<file path="config.mk">
export PLATFORM = sky130hd
export DESIGN_NAME = rf_scoreboard
export DESIGN_NICKNAME = d
export VERILOG_FILES = /design/src/rtl/rf_scoreboard.sv
export SDC_FILE = /design/constraint.sdc
export NUM_CORES = 1
export LEC_CHECK = 0
export ABC_AREA = 0
export CORE_UTILIZATION = 45
export DETAILED_ROUTE_END_ITERATION = 8
export HOLD_SLACK_MARGIN = 0.08
export PLACE_DENSITY = 0.7
export SETUP_SLACK_MARGIN = 0.1
export SLEW_MARGIN = 15
export SYNTH_ARGS = -nofsm -noshare
export SYNTH_HDL_FRONTEND = slang
export SYNTH_SLANG_ARGS = --single-unit
</file>
<file path="constraint.sdc">
create_clock -name clk -period 3.37 [get_ports clk]
set_clock_uncertainty 0.2 [all_clocks]
set_input_delay 0.674 -clock clk [delete_from_list [all_inputs] [get_ports clk]]
set_output_delay 0.674 -clock clk [all_outputs]
set_load 0.1 [all_outputs]
</file>
<file path="src/rtl/rf_scoreboard.sv">
// Per-register pending-write scoreboard gating decode/issue into the bypassing register file.
// Optional stall/bypass statistics counters are built when RF_SCOREBOARD_STATS_EN is defined.
module rf_scoreboard #(
   parameter int NREG = 8,
   parameter int SELW = 3,
   parameter int CNTW = 2
) (
   input  logic            clk,
   input  logic            rst,
   input  logic            issue_valid,
   input  logic            issue_wr,
   input  logic [SELW-1:0] issue_dst,
   input  logic            src1_use,
   input  logic [SELW-1:0] src1_sel,
   input  logic            src2_use,
   input  logic [SELW-1:0] src2_sel,
   input  logic            wb_valid,
   input  logic [SELW-1:0] wb_reg,
   input  logic            flush,
   output logic            stall,
   output logic            issue_fire,
   output logic            fwd1,
   output logic            fwd2,
   output logic [NREG-1:0] busy,
   output logic            err
`ifdef RF_SCOREBOARD_STATS_EN
   ,
   output logic [15:0]     stall_cycles,
   output logic [15:0]     bypass_cnt
`endif
);

   localparam logic [CNTW-1:0] CNT_MAX = '1;
   localparam logic [CNTW-1:0] CNT_ONE = CNTW'(1);

   logic [CNTW-1:0] cnt_q [NREG];
   logic [CNTW-1:0] cnt_d [NREG];
   logic            err_q;
   logic            err_d;

   logic [CNTW-1:0] src1_cnt;
   logic [CNTW-1:0] src2_cnt;
   logic [CNTW-1:0] dst_cnt;
   logic [CNTW-1:0] wb_cnt;
   logic            wb_hit_src1;
   logic            wb_hit_src2;
   logic            wb_hit_dst;
   logic            src1_ready;
   logic            src2_ready;
   logic            dst_full;
   logic [NREG-1:0] inc_vec;
   logic [NREG-1:0] dec_vec;

   assign src1_cnt = cnt_q[src1_sel];
   assign src2_cnt = cnt_q[src2_sel];
   assign dst_cnt  = cnt_q[issue_dst];
   assign wb_cnt   = cnt_q[wb_reg];

   assign wb_hit_src1 = wb_valid & (wb_reg == src1_sel);
   assign wb_hit_src2 = wb_valid & (wb_reg == src2_sel);
   assign wb_hit_dst  = wb_valid & (wb_reg == issue_dst);

   // A single outstanding write that retires this cycle is served by the RF bypass.
   assign src1_ready = (src1_cnt == '0) | ((src1_cnt == CNT_ONE) & wb_hit_src1);
   assign src2_ready = (src2_cnt == '0) | ((src2_cnt == CNT_ONE) & wb_hit_src2);
   assign dst_full   = (dst_cnt == CNT_MAX) & ~wb_hit_dst;

   assign stall = issue_valid & ((src1_use & ~src1_ready) |
                                 (src2_use & ~src2_ready) |
                                 (issue_wr & dst_full));

   assign issue_fire = issue_valid & ~stall;
   assign fwd1       = issue_valid & src1_use & (src1_cnt == CNT_ONE) & wb_hit_src1;
   assign fwd2       = issue_valid & src2_use & (src2_cnt == CNT_ONE) & wb_hit_src2;
   assign err        = err_q;

   always_comb begin
      inc_vec = '0;
      dec_vec = '0;
      busy    = '0;
      for (int i = 0; i < NREG; i++) begin
         inc_vec[i] = issue_fire & issue_wr & (issue_dst == SELW'(i));
         dec_vec[i] = wb_valid & (wb_reg == SELW'(i)) & (cnt_q[i] != '0);
         busy[i]    = (cnt_q[i] != '0);
      end
   end

   // Flush discards same-cycle issue/writeback accounting entirely.
   always_comb begin
      for (int i = 0; i < NREG; i++) begin
         cnt_d[i] = cnt_q[i];
         if (flush) begin
            cnt_d[i] = '0;
         end else if (inc_vec[i] & ~dec_vec[i]) begin
            cnt_d[i] = cnt_q[i] + CNT_ONE;
         end else if (dec_vec[i] & ~inc_vec[i]) begin
            cnt_d[i] = cnt_q[i] - CNT_ONE;
         end
      end
   end

   assign err_d = err_q | (wb_valid & ~flush & (wb_cnt == '0));

   always_ff @(posedge clk or negedge rst) begin
      if (!rst) begin
         for (int i = 0; i < NREG; i++) begin
            cnt_q[i] <= '0;
         end
         err_q <= 1'b0;
      end else begin
         for (int i = 0; i < NREG; i++) begin
            cnt_q[i] <= cnt_d[i];
         end
         err_q <= err_d;
      end
   end

`ifdef RF_SCOREBOARD_STATS_EN
   logic [15:0] stall_cycles_q;
   logic [15:0] stall_cycles_d;
   logic [15:0] bypass_cnt_q;
   logic [15:0] bypass_cnt_d;

   function automatic logic [15:0] sat_inc16(input logic [15:0] v, input logic en);
      logic [15:0] r;
      r = v;
      if (en && (v != 16'hFFFF)) begin
         r = v + 16'd1;
      end
      return r;
   endfunction

   always_comb begin
      stall_cycles_d = sat_inc16(stall_cycles_q, stall);
      bypass_cnt_d   = sat_inc16(bypass_cnt_q, issue_fire & (fwd1 | fwd2));
      if (flush) begin
         stall_cycles_d = '0;
         bypass_cnt_d   = '0;
      end
   end

   always_ff @(posedge clk or negedge rst) begin
      if (!rst) begin
         stall_cycles_q <= '0;
         bypass_cnt_q   <= '0;
      end else begin
         stall_cycles_q <= stall_cycles_d;
         bypass_cnt_q   <= bypass_cnt_d;
      end
   end

   assign stall_cycles = stall_cycles_q;
   assign bypass_cnt   = bypass_cnt_q;
`endif

endmodule

</file>
==> results of run 1 <==
-- per-stage QoR --
stage               TNS [ps]   util  power, mW  setup slack, ps
floorplan               -121      -      0.342             -103
global placement       -1350  0.622      0.421             -413
detailed placement     -1850  0.622      0.422             -440
CTS                        0  0.632      0.577              114
global route               0  0.643      0.606             56.6
finish                     0  0.643      0.579              121
-- metal layers --
metal	vias up	track usage	routed length, um
met4	0	0.117	150
met1	865	0.360	2380
met5	-	0	0
met3	13	0.0399	396
li1	925	-	-
met2	86	0.418	2450
-- kinds of logic after synthesis --
family / Yosys count
buf+inv: 24
xor+xnor: 9
compound gates: 53
mux: 20
simple gates: 100
flops: 17
-- registers in the layout, indices dropped and copies added, names as in the netlist --
| signal | flops |
|---|---|
| cnt_q | 16 |
| err | 1 |
-- worst reg2reg max path, stage by stage (launching register included) --
cell and delay, ps:
dfrtp_1 470, mux2_4 310, mux4_2 500, a22oi_4 220, o211ai_4 120, buf_4 230
o22ai_1 210, o2111a_1 210
-- area by class of cell --
type | count | area [um^2]
well taps | 48 | 60.1
repair buffers | 54 | 507
clock buffers | 4 | 45.0
inverters | 13 | 48.8
flip-flops and latches | 17 | 425
multi-input cells | 182 | 1320
fillers | 361 | 1340
-- worst paths after layout --
path                                       start                     to  slack (ps)
max in group asynchronous                    rst   cnt_q[0]$_DFFE_PN0P_        1810
min in group asynchronous                    rst  cnt_q[15]$_DFFE_PN0P_         670
setup reg to reg           cnt_q[11]$_DFFE_PN0P_  cnt_q[13]$_DFFE_PN0P_         840
setup / recovery                     src2_sel[0]             issue_fire         120
hold / removal                     err$_DFF_PN0_          err$_DFF_PN0_         280
hold reg to reg                    err$_DFF_PN0_          err$_DFF_PN0_         280
-- what timing repair did --
item | 4_1_cts | 5_1_grt
setup endpoints to repair | 4 | 2
pin swaps | 4 | 4
buffers inserted | 0 | 1
gates resized for setup | 22 | 8
-- cell usage after synthesis, types with 2 or more instances --
cell | instances | share of area
nor3_1 | 22 | 0.061
nor2_1 | 20 | 0.042
dfrtp_1 | 17 | 0.24
nand2_1 | 15 | 0.031
inv_1 | 13 | 0.027
a21oi_1 | 12 | 0.033
nand3_1 | 12 | 0.033
xnor2_1 | 9 | 0.044
mux2_1 | 8 | 0.050
nor2b_1 | 8 | 0.028
o21a_1 | 8 | 0.033
o2111a_1 | 7 | 0.044
o22ai_1 | 7 | 0.024
clkbuf_1 | 6 | 0.012
mux2i_1 | 6 | 0.033
o2111ai_1 | 6 | 0.029
or2_2 | 6 | 0.021
nand4_1 | 5 | 0.017
buf_6 | 4 | 0.025
o211ai_1 | 4 | 0.017
mux2_2 | 3 | 0.019
mux4_2 | 3 | 0.037
and2_1 | 2 | 0.0069
and4_1 | 2 | 0.0097
nand3b_1 | 2 | 0.0083
o21ai_0 | 2 | 0.0056
-- power by group --
part / switching, mW / internal [mW]
Clock: 0.0752 / 0.0841
Combinational: 0.123 / 0.0885
Sequential: 0.00312 / 0.206
-- cell usage in the layout (no fill, tap or decap), types with 8 or more instances in the layout --
cell type and instances:
inv_1 13, nor3_1 22, buf_4 31, o21a_1 8, xnor2_1 9, dfrtp_1 17, clkdlybuf4s50_1 8, nand3_1 12
a21oi_1 12, dlygate4sd2_1 8, nor2_1 19, nand2_1 15
==> qor.txt, run 1 <==
Netlist cell types - 40
Register area share after synthesis - 0.236
Final net count - 291
Routed via count - 1889
Drc violations - 0
Critical Path Most Common Cell - buf_12
WS Path Type - in -> out
# rows - 22
Mapped Area - 0.00180 mm^2
Max_cap viols - 0
Post-DP HPWL - 4.01 mm
Pin count of the biggest net entering global routing - 22
Complex-gate fraction of the synthesized area - 0.233
Io pins - 33
Cell count of the worst reg-to-reg path - 7
Crit end category - output pin
DRT Wirelength - 5.37 mm
Clock Sinks - 17
Critical path cell sequence - buf_12 -> mux2_4 -> mux4_2 -> a22oi_4 -> o211ai_4 -> nor2_4 -> and2_4 -> buf_12
Slew @ Worst Pin - 779 ps
Drt wl/cell - 16.9 um
Worst-Skew Late Latency - 260 ps
CP Buf/Inv Count - 2
Layout area overhead - 33.5%
Final cell count without fillers - 318
Core Area - 0.00374 mm^2
Syn Nets - 243
Worst Path Arrival - 2380 ps
First-pass GRT wire length - 8.46 mm
Worst path max stage delay - 520 ps
Synthesis-stage register bit count - 17
Drt pass-1 iters - 4
Hold WS - 281 ps
Status - finished, final reports clean
Post-synthesis adder-cell area fraction - 0
Final Hold Vio Count - 0
Maximum vdd drop - 0.000177 V
Synth Area in Simple Gates - 0.281
Max Freq - 0.308 GHz
Max FO, Critical Path - 6
PD cells - 241 mW/mm^2
Die H - 65.3 um
Total track usage - 0.266
LEAKAGE - 1.03 nW
Starting Density - 0.481
Delay-heaviest family, CP - multiplexers
Die area - 0.00426 mm^2
Multiplexer area fraction after synthesis - 0.140
Syn. warnings - 0
CP startpoint kind - input port
Vias per std cell - 5.94
GPL Wtd Cong - 0.897
Post-CTS Hold Fix Bufs - 0
Fin crit period - 3250 ps
CP Depth - 8
N_diodes - 0
Number of global-route vias before repair - 1762
Post-Synth XOR/XNOR Area - 0.0438
# port buffers - 32
Period utilization - 0.964
Clk buf depth - 2
Clk Tree Root Cell - clkbuf_8
Placed Instance Area - 0.00233 mm^2
Worst Hold Class - reg -> reg
TritonCTS buffer count - 3
Async SR Flop Fraction - 1.00
Synthesized instance count - 223
TritonCTS clock tree - built
Initial antenna violation count - 0
Largest family of logic cells by synthesized area - simple AND/OR/NAND/NOR gates
Iter 0 DRT Violations - 186
Routed Antenna Nets - 0
Max-slew violation count - 0
Share of cells above drive strength 1 - 0.248
Grt total ovfl - 0
Avg Inst Size Synth - 8.08 um^2
Worst EP required - 2500 ps
H-tree Lvls - 1
Die X - 65.3 um
Crit-path slowest cell - mux4_2
Clock-pin slew on the worst setup and hold paths - 70 ps
Design area - 0.00241 mm^2
Ys flop type - dfrtp_1
Finish-stage setup viols - 0
RSZ-0062 raised after global routing - true
Hold path depth - 1
Dpl cells - 313
Max transition margin - 0.479
EDFF count, synth - 0
(Power assumes the default switching activity.)
==> inputs of run 2 (changes only) <==
Settings changed: CELL_PAD_IN_SITES_DETAIL_PLACEMENT set to 2, CELL_PAD_IN_SITES_GLOBAL_PLACEMENT set to 2, CORE_UTILIZATION 45 to 31, PLACE_DENSITY 0.7 to not set, PLACE_DENSITY_LB_ADDON set to 0.1.
==> run 2 against run 1 <==
Net effect: sequential power is essentially flat; die area rose by 44%; count of clock-buffer cells in the layout stayed put; worst hold slack better by 14 ps; flip-flop and latch count did not move; first-iteration DRC count down 65%; via count grew 5.2%; critical path depth unchanged; global-route usage down 2.0 points; cell count increased by 8.8%; critical path type unchanged; critical endpoint unchanged.
==> qor.txt, run 2 (synthesis gave the netlist of run 1 again) <==
Slew @ Worst Pin - 933 ps
Worst Hold Class - reg -> reg
Finish-stage setup viols - 0
Status - finished, final reports clean
Final Hold Vio Count - 0
Iter 0 DRT Violations - 66
LEAKAGE - 1.05 nW
CP startpoint kind - input port
Max FO, Critical Path - 6
Worst setup margin - 92.2 ps
Worst-Skew Late Latency - 270 ps
Total track usage - 0.246
Max Freq - 0.305 GHz
RSZ-0062 raised after global routing - true
Die X - 78.2 um
Fin crit period - 3280 ps
Drt wl/cell - 20.7 um
# rows - 27
H-tree Lvls - 1
Routed Antenna Nets - 0
WS Path Type - in -> out
Routed via count - 1987
Io pins - 33
Placed Instance Area - 0.00237 mm^2
TritonCTS buffer count - 3
Max transition margin - 0.376
Crit-path slowest cell - mux4_2
Worst Path Arrival - 2400 ps
Pre-CTS WS - -463 ps
Critical Path Most Common Cell - buf_12
Maximum vdd drop - 0.000164 V
Die area - 0.00612 mm^2
CP Buf/Inv Count - 2
Final net count - 295
PD cells - 247 mW/mm^2
Design area - 0.00248 mm^2
Number of global-route vias before repair - 2049
First-pass GRT wire length - 11.2 mm
Vias per std cell - 5.74
Max-slew violation count - 0
Pin count of the biggest net entering global routing - 22
Starting Density - 0.325
Layout area overhead - 37.7%
Critical path cell sequence - buf_12 -> mux2_4 -> mux4_2 -> a22oi_4 -> o211ai_4 -> nor2_4 -> and2_4 -> buf_12
GPL Wtd Cong - 0.807
Delay-heaviest family, CP - multiplexers
Drc violations - 0
DRT Wirelength - 7.18 mm
TritonCTS clock tree - built
# port buffers - 32
N_diodes - 0
Clock-pin slew on the worst setup and hold paths - 80 ps
Clk Tree Root Cell - clkbuf_8
Drt pass-1 iters - 4
Die H - 78.2 um
Clk buf depth - 2
Most common cell after layout, fill and taps aside - buf_4
Grt total ovfl - 0
Share of cells above drive strength 1 - 0.266
Period utilization - 0.973
Post-CTS Hold Fix Bufs - 0
Biggest register - cnt_q
Post-DP HPWL - 5.48 mm
Largest register FFs - 16
Worst path max stage delay - 520 ps
Commonest cells after routing, fill and taps aside - buf_4 (32), nor3_1 (22), nor2_1 (18)
Max_cap viols - 0
Core Area - 0.00554 mm^2
Initial antenna violation count - 0
Worst EP required - 2500 ps
Crit end category - output pin
Clock Sinks - 17
## run 2: changes by cell type in the layout (fill, tap and decap cells not counted), sizes merged
cell           previous run  this run
clkdlybuf4s50             8        10
buf                      37        41
dlymetal6s2s              1         0
dlygate4sd2               8         7
## run 2: layout make-up
cell class,count,area (um^2)
clock buffers,4,45.0
repair buffers,58,547
multi-input cells,182,1330
fillers,627,3060
inverters,13,48.8
flip-flops and latches,17,425
well taps,72,90.1
## run 2: where the power goes
part / internal (mW) / switching, mW
registers: 0.205 / 0.00349
logic: 0.0937 / 0.135
clock network: 0.0847 / 0.0905
## run 2: repair_timing
action,CTS,global route
endpoints found under the setup margin,4,2
pin swaps,6,4
resized for setup,33,0
setup buffers,1,2
## run 2: worst paths after layout
path / cells past startpoint / to / from / slack (ps)
worst max-delay path: 8 / issue_fire / src2_sel[0] / 90
worst min-delay path: 1 / err$_DFF_PN0_ / err$_DFF_PN0_ / 290
worst max register to register: 7 / cnt_q[10]$_DFFE_PN0P_ / cnt_q[1]$_DFFE_PN0P_ / 790
worst min register to register: 1 / err$_DFF_PN0_ / err$_DFF_PN0_ / 290
max in group asynchronous: 1 / cnt_q[0]$_DFFE_PN0P_ / rst / 1680
min in group asynchronous: 1 / cnt_q[10]$_DFFE_PN0P_ / rst / 720
## run 2: metal layers
metal,GRT usage,vias to the layer above,wire length (um)
met5,0,-,0
met4,0.0778,0,125
met3,0.0209,9,204
met2,0.419,49,3480
met1,0.329,994,3370
li1,-,935,-
## run 2: worst register-to-register path: cells and delay by family, from the launching register on
kind | cells | cell delay [ps]
AO/OA/AOI/OAI | 3 | 590
AND/OR/NAND/NOR | 1 | 170
multiplexers | 2 | 820
flip-flops | 1 | 480
buffers and inverters | 1 | 240
## run 2: through the flow
stage / hold WS [ps] / power, mW / utilization / instances / setup TNS, ps
finish: 295 / 0.613 / 0.448 / 346 / 0
CTS: 297 / 0.612 / 0.445 / 344 / 0
global route: 320 / 0.636 / 0.448 / 346 / 0
global placement: 263 / 0.430 / 0.428 / 339 / -1350
floorplan: 178 / 0.342 / - / 223 / -121
detailed placement: 276 / 0.436 / 0.428 / 339 / -2080
==> RTL edit, RTL diff (settings of run 1) <==
The parameter `NREG` goes from 8 to 16.
--- a/src/rtl/rf_scoreboard.sv
+++ b/src/rtl/rf_scoreboard.sv
@@ -2,5 +2,5 @@
 // Optional stall/bypass statistics counters are built when RF_SCOREBOARD_STATS_EN is defined.
 module rf_scoreboard #(
-   parameter int NREG = 8,
+   parameter int NREG = 16,
    parameter int SELW = 3,
    parameter int CNTW = 2
Interface: changed (resized busy); port bits go from 33 to 41. The function was not compared with the original's and may differ.
==> RTL edit against run 1 <==
  * Sequential share of layout area rose by 5.3 points
  * Wire length rose by 33%
  * Register-to-register slack got worse by 0.10 ns
  * Critical path depth grew 1
  * Final area increased by 50%
  * Synthesized area is 56% higher
  * Sequential cell count rose by 16
  * Final cell count is 43% higher
  * Power is 64% higher
  * Hold slack improved by 0.00088 ns
  * Global-route usage decreased by 2.8 points
  * Setup slack improved by 0.059 ns
  * Die area increased by 55%
  * Largest cell class unchanged
  * Largest power group is now registers
==> RTL edit: results (changes against run 1) <==
- Via Count: 2,569 (was 1,889)
- GP Congestion: 0.850 (was 0.897)
- PortBufs: 40 (was 32)
- WL final: 7140 um (was 5370 um)
- Synth Area in Compound Gates: 0.190 (was 0.233)
- Post-synth top cells: dfrtp_1 (33), nor2_1 (33), a21oi_1 (29), or2_2 (18), nand2_1 (17) (was nor3_1 (22), nor2_1 (20), dfrtp_1 (17), nand2_1 (15), inv_1 (13))
- Netlist cell types: 55 (was 40)
- Sequential area share after synthesis: 0.293 (was 0.236)
- Final nets: 399 (was 291)
- Post-CTS setup buffer count: 1 (was 0)
- Power per cell area: 264 mW/mm2 (was 241 mW/mm2)
- Crit path max fanout: 2 (was 6)
- CP max-delay cell: clkdlybuf4s50_1 (was mux4_2)
- Status: completed (unchanged)
- Leakage: 0.00158 uW (was 0.00103 uW)
- Avg Inst Size Synth: 8.95 um2 (was 8.08 um2)
- First-pass GRT wire length: 11,900 um (was 8460 um)
- Layout cells sized above 1: 0.327 (was 0.248)
- Met1 Usage GRT: 0.293 (was 0.360)
- Routing usage on met3: 0.0371 (was 0.0399)
- Crit path max-delay family: buffers and inverters (was multiplexers)
- Net Count, Synth: 335 (was 243)
- Hpwl dp: 5390 um (was 4010 um)
- GRT Total Usage: 0.238 (was 0.266)
- Clock net power: 315 uW (was 159 uW)
- Worst Max-Slew Pin Slew: 0.448 ns (was 0.779 ns)
- TritonCTS Buffers: 5 (was 3)
- DP Area: 0.00350 mm2 (was 0.00233 mm2)
- Synth Area in XOR/XNOR: 0.0777 (was 0.0438)
## RTL edit: cell count changes in the layout (fill, tap and decap cells not counted), moves of 7 or more
cell,delta
nor3_1,-18
dfrtp_1,+16
a21oi_1,+17
o21ai_0,+9
o21a_1,-7
inv_1,-11
or2_2,+13
xor2_1,+16
o21ai_1,+7
nor2_1,+13
buf_4,+18
o2111a_1,-7
nor3b_1,+14
## RTL edit: path summary, 6_finish.rpt
kind,slack (ns),startpoint,cells past startpoint,to
min reg2reg,0.28,err,1,err
max,0.18,src2_sel[0],9,stall
max in group asynchronous,2.05,rst,2,cnt_q[14]
max reg2reg,0.74,cnt_q[29],8,cnt_q[11]
min in group asynchronous,0.59,rst,2,cnt_q[12]
min,0.28,err,1,err
## RTL edit: layout make-up
cell class	instances	area (um2)	share of cell area
Clock buffer	6	82.6	0.0229
Sequential cell	33	826	0.229
Inverter	2	7.51	0.00208
Tap cell	75	93.8	0.0261
Multi-Input combinational cell	260	1900	0.528
Clock inverter	1	7.51	0.00208
Timing Repair Buffer	77	682	0.189
